### src/rtl/sprite_anim_renderer.sv
// Sprite pixel engine: maps DrawX/DrawY into an animated, optionally mirrored sprite ROM
// and returns a transparency-masked palette index aligned to the ROM read latency.
module sprite_anim_renderer #(
    parameter int SPR_W           = 32,
    parameter int SPR_H           = 32,
    parameter int FRAMES          = 4,
    parameter int IDX_W           = 3,
    parameter int ROM_LAT         = 1,
    parameter int TRANSPARENT_IDX = 0,
    parameter int FRAME_TICKS     = 8,
    localparam int ADDR_W         = $clog2(FRAMES * SPR_W * SPR_H),
    localparam int FR_W           = $clog2(FRAMES)
) (
    input  logic              vga_clk,
    input  logic              reset_n,
    input  logic [9:0]        DrawX,
    input  logic [9:0]        DrawY,
    input  logic              blank,
    input  logic [9:0]        pos_x,
    input  logic [9:0]        pos_y,
    input  logic              flip_h,
    input  logic              anim_en,
    input  logic              anim_restart,
    input  logic              frame_tick,
    output logic [ADDR_W-1:0] rom_address,
    input  logic [IDX_W-1:0]  rom_q,
    output logic              pix_valid,
    output logic [IDX_W-1:0]  pix_idx,
    output logic [FR_W-1:0]   anim_frame
);

    localparam int XW   = $clog2(SPR_W);
    localparam int YW   = $clog2(SPR_H);
    localparam int TK_W = (FRAME_TICKS > 1) ? $clog2(FRAME_TICKS) : 1;

    localparam logic [10:0]      SPR_W_L   = 11'(SPR_W);
    localparam logic [10:0]      SPR_H_L   = 11'(SPR_H);
    localparam logic [IDX_W-1:0] TRANSP    = IDX_W'(TRANSPARENT_IDX);
    localparam logic [TK_W-1:0]  TICK_LAST = TK_W'(FRAME_TICKS - 1);

    // Pixels matching the transparent index are reported as "no sprite here".
    function automatic logic [IDX_W-1:0] mask_idx(input logic hit, input logic [IDX_W-1:0] q);
        return (hit && (q != TRANSP)) ? q : '0;
    endfunction

    logic signed [10:0] lx_p0;
    logic signed [10:0] ly_p0;
    logic               in_box_p0;
    logic [XW-1:0]      col_p0;
    logic               vld_p0;
    logic [ROM_LAT-1:0] vld_p1;
    logic               hit_p1;
    logic [TK_W-1:0]    tick_q;

    // Stage 0: 11-bit signed offsets; a negative offset or one past the extent is outside,
    // so sprites hanging off the right/bottom edge clip instead of wrapping.
    assign lx_p0     = $signed({1'b0, DrawX}) - $signed({1'b0, pos_x});
    assign ly_p0     = $signed({1'b0, DrawY}) - $signed({1'b0, pos_y});
    assign in_box_p0 = !lx_p0[10] && ($unsigned(lx_p0) < SPR_W_L) &&
                       !ly_p0[10] && ($unsigned(ly_p0) < SPR_H_L);
    assign col_p0    = flip_h ? ~lx_p0[XW-1:0] : lx_p0[XW-1:0];
    assign rom_address = in_box_p0 ? {anim_frame, ly_p0[YW-1:0], col_p0} : '0;
    assign vld_p0    = in_box_p0 && blank;

    // Stage 1: hit flag rides alongside the ROM read for ROM_LAT cycles.
    always_ff @(posedge vga_clk or negedge reset_n) begin
        if (!reset_n) begin
            vld_p1 <= '0;
        end else begin
            vld_p1[0] <= vld_p0;
            for (int i = 1; i < ROM_LAT; i++) begin
                vld_p1[i] <= vld_p1[i-1];
            end
        end
    end

    assign hit_p1 = vld_p1[ROM_LAT-1];

    // Stage 2: registered, transparency-masked output.
    always_ff @(posedge vga_clk or negedge reset_n) begin
        if (!reset_n) begin
            pix_valid <= 1'b0;
            pix_idx   <= '0;
        end else begin
            pix_valid <= hit_p1 && (rom_q != TRANSP);
            pix_idx   <= mask_idx(hit_p1, rom_q);
        end
    end

    // Animation step: restart wins over a coincident tick and does not depend on anim_en.
    always_ff @(posedge vga_clk or negedge reset_n) begin
        if (!reset_n) begin
            tick_q     <= '0;
            anim_frame <= '0;
        end else if (anim_restart) begin
            tick_q     <= '0;
            anim_frame <= '0;
        end else if (anim_en && frame_tick) begin
            if (tick_q == TICK_LAST) begin
                tick_q     <= '0;
                anim_frame <= anim_frame + 1'b1;
            end else begin
                tick_q <= tick_q + 1'b1;
            end
        end
    end

endmodule

### config.mk
export PLATFORM = sky130hd
export DESIGN_NAME = sprite_anim_renderer
export DESIGN_NICKNAME = d
export VERILOG_FILES = /design/src/rtl/sprite_anim_renderer.sv
export SDC_FILE = /design/constraint.sdc
export NUM_CORES = 1
export LEC_CHECK = 0
export BUFFER_PORTS_ARGS = -buffer_cell sky130_fd_sc_hd__buf_2
export CAP_MARGIN = 10
export CORE_MARGIN = 1.5
export CORE_UTILIZATION = 35
export CTS_CLUSTER_SIZE = 10
export DETAILED_ROUTE_END_ITERATION = 16
export PLACE_DENSITY = 0.62
export SETUP_SLACK_MARGIN = 0.1
export SYNTH_ARGS = -nofsm -noshare
export SYNTH_HDL_FRONTEND = slang
export SYNTH_SLANG_ARGS = --single-unit
### constraint.sdc
create_clock -name vga_clk -period 3.5 [get_ports vga_clk]
set_input_delay 0.175 -clock vga_clk [delete_from_list [all_inputs] [get_ports vga_clk]]
set_output_delay 0.175 -clock vga_clk [all_outputs]
set_load 0.005 [all_outputs]
==> flow_summary.ini <==
[run_status]
run_status = finished with violations
failed_checks = design-rule violations

[timing]
worstMarginPinSlew_ps = 667
max_freq_mhz = 336
slew_violations = 0
rsz0062_at_grt = false
relSlewSlack = 0.544
hold_violations = 0
finalSetupViolCount = 0
period_share = 0.852
skew_ps = 1.17
setup_tns_ps = 0
fin_crit_ps = 2980

[floorplan]
num_rows = 24
die_h_um = 72.1
boundaryPins = 68
dieArea_um2 = 5200
die_w_um = 72.1
coreArea_um2 = 4470
start_util = 0.373

[clocking]
post_cts_buffers = 0
cts_buffer_depth = 2
cts.sinks = 10
clkTransAtPathRegs_ps = 50
cts_tree = yes
htreeDepth = 1
cts_root_buf = clkbuf_8
cts_buffers = 3
clk_latency_ps = 240

[logic_synthesis]
yosysSeqAreaShare = 0.150
syn_avg_cell_area_um2 = 7.77
synth-compound-area-share = 0.201
synth_seq_cells = 10
synth.mux.area_fraction = 0.00599
synth.area.top_cells = ha_1, dfrtp_1, nor4_2
syn_inst = 215
synthFlopType = dfrtp_1
yosysUniqueCellTypes = 42
synthXorXnorAreaFrac = 0.0839
ys_warn_count = 0
synth-simple-area-share = 0.279
synth_fa_ha_area_frac = 0.189
yosysTopAreaCellShare = 0.165
synth_fp_nets = 289
syn_area_um2 = 1670
synth_top_family_by_area = simple AND/OR/NAND/NOR gates
synth_edf_count = 0
yosys.area.top_type = ha_1
async_flop_share = 1.00

[grt]
grt_pass1_wl_um = 6640
track_usage = 0.155
grt_max_degree = 14
grt_overflow = 0
grt_pass1_vias = 1579
antenna_found_initial = 0

[cells_and_area]
final_cell_mix = buf_2, inv_1, nand2_1, ha_1, a21oi_1
finalNetCount = 355
final_common_cell = buf_2
diodes = 0
drive_gt1_frac = 0.325
post-route-util = 0.471
fillers = 468
seq_area_um2 = 250
areaGrowthSynthToFinish_pct = 26.3
multi_input_area_um2 = 1270

[route]
vias = 1697
drt_wl_total_um = 3950
ant_nets = 0
drt_iter0_drc = 73
wl_per_cell_um = 11.9
drc = 1
viasPerCell = 5.11
first_pass_iters = 10

[placed_design]
gp_congestion = 0.825
port-buffer-count = 67
dpl.hpwl_um = 3330

[critical_path]
cp.buffers_inverters = 4
crit_end = rom_address[11]
path_delay_family = simple AND/OR/NAND/NOR gates
crit_cells = 13
crit_type = input port to primary output
crit_chain = buf_2, inv_1, ha_1, inv_1, fa_1, nand3_1, nand2_1, a31oi_1, xnor2_1, a2111oi_2, nand4_2, nor4_1, buf_2
crit_fanout = 13
start_kind = input port
reg2reg_from = tick_q[0]
end_kind = primary output
max_stage_delay_ps = 450
r2r_cells = 5
cp_slowest_cell = nand4_2
r2r_setup_slack_ps = 2260
worstPathRequired_ps = 3320
startpoint = DrawX[0]
r2r-end = anim_frame[1]
arrival_ps = 2810

[hold_path]
hold_class = input port to flip-flop

[power]
p_leak_uw = 0.00109
power.density_nw_per_um2 = 254
ir_drop_v = 0.0000891

[job]
cap_violations = 0
cells in the mapped netlist (4+ instances only):
cell type and number:
nand3_1 8, nor4_2 12, a21o_1 5, a21oi_1 16
o21ai_0 7, xor2_1 8, nor2_1 11, nand2b_1 6
nor4_1 4, ha_1 22, clkbuf_1 5, dfrtp_1 10
inv_1 28, nor3_1 5, nand2_1 24, xnor2_1 8
report_power, final:
part / internal, µW / switching [µW] / total [µW]
Combinational: 113 / 161 / 274
Sequential: 117 / 0.818 / 118
Clock: 98.8 / 45.0 / 144
cells by family (layout without fill, tap and decap cells):
family / Yosys count / after routing
xor gates and xnor gates: 16 / 16
and+or+nand+nor: 78 / 78
muxes: 1 / 1
adders and majority gates: 24 / 24
buffers and inverters: 37 / 102
AOI/OAI and AO/OA: 49 / 49
DFF: 10 / 10
repair_timing:
| action | in CTS | in global routing |
|---|---|---|
| endpoints found under the hold margin | 10 | 0 |
| gates resized for setup | 0 | 0 |
| hold buffers | 1 | 0 |
| endpoints found under the setup margin | 0 | 0 |
stage by stage:
stage	setup slack (ps)	std cells	power (µW)	area [µm²]	hold slack [ps]
after floorplan	1180	215	319	1670	-121
after global placement	477	327	391	2040	41.9
after detailed placement	489	327	392	2040	44.4
after CTS	489	332	542	2110	152
after global routing	133	332	583	2110	153
final	520	332	536	2110	156
how the worst min path moves through the flow:
stage                             from            end  slack, ps  depth (start not counted)
after detailed placement       reset_n      tick_q[1]         40                          1
after global placement         reset_n      tick_q[1]         40                          1
after global routing             blank         hit_p1        150                          3
after floorplan                reset_n  anim_frame[0]       -120                          0
final                     anim_restart      tick_q[1]        160                          2
after CTS                 anim_restart      tick_q[1]        150                          2
final cells by class:
class,instances,share of cell area
multi-input cells,168,0.604
inverters,28,0.0498
clock buffers,4,0.0261
well taps,52,0.0308
flip-flops and latches,10,0.119
repair buffers,70,0.171
registers in the layout, summed over array words and instances, names as in the netlist:
name        cells
tick_q          3
anim_frame      2
hit_p1          1
pix_idx         3
pix_valid       1
routing by layer:
metal	routed length [µm]	GRT usage
met3	243	0.0167
met1	1870	0.218
met2	1790	0.247
met5	0	0
met4	54	0.0545
No activity file was read; power rests on OpenSTA's default activity.
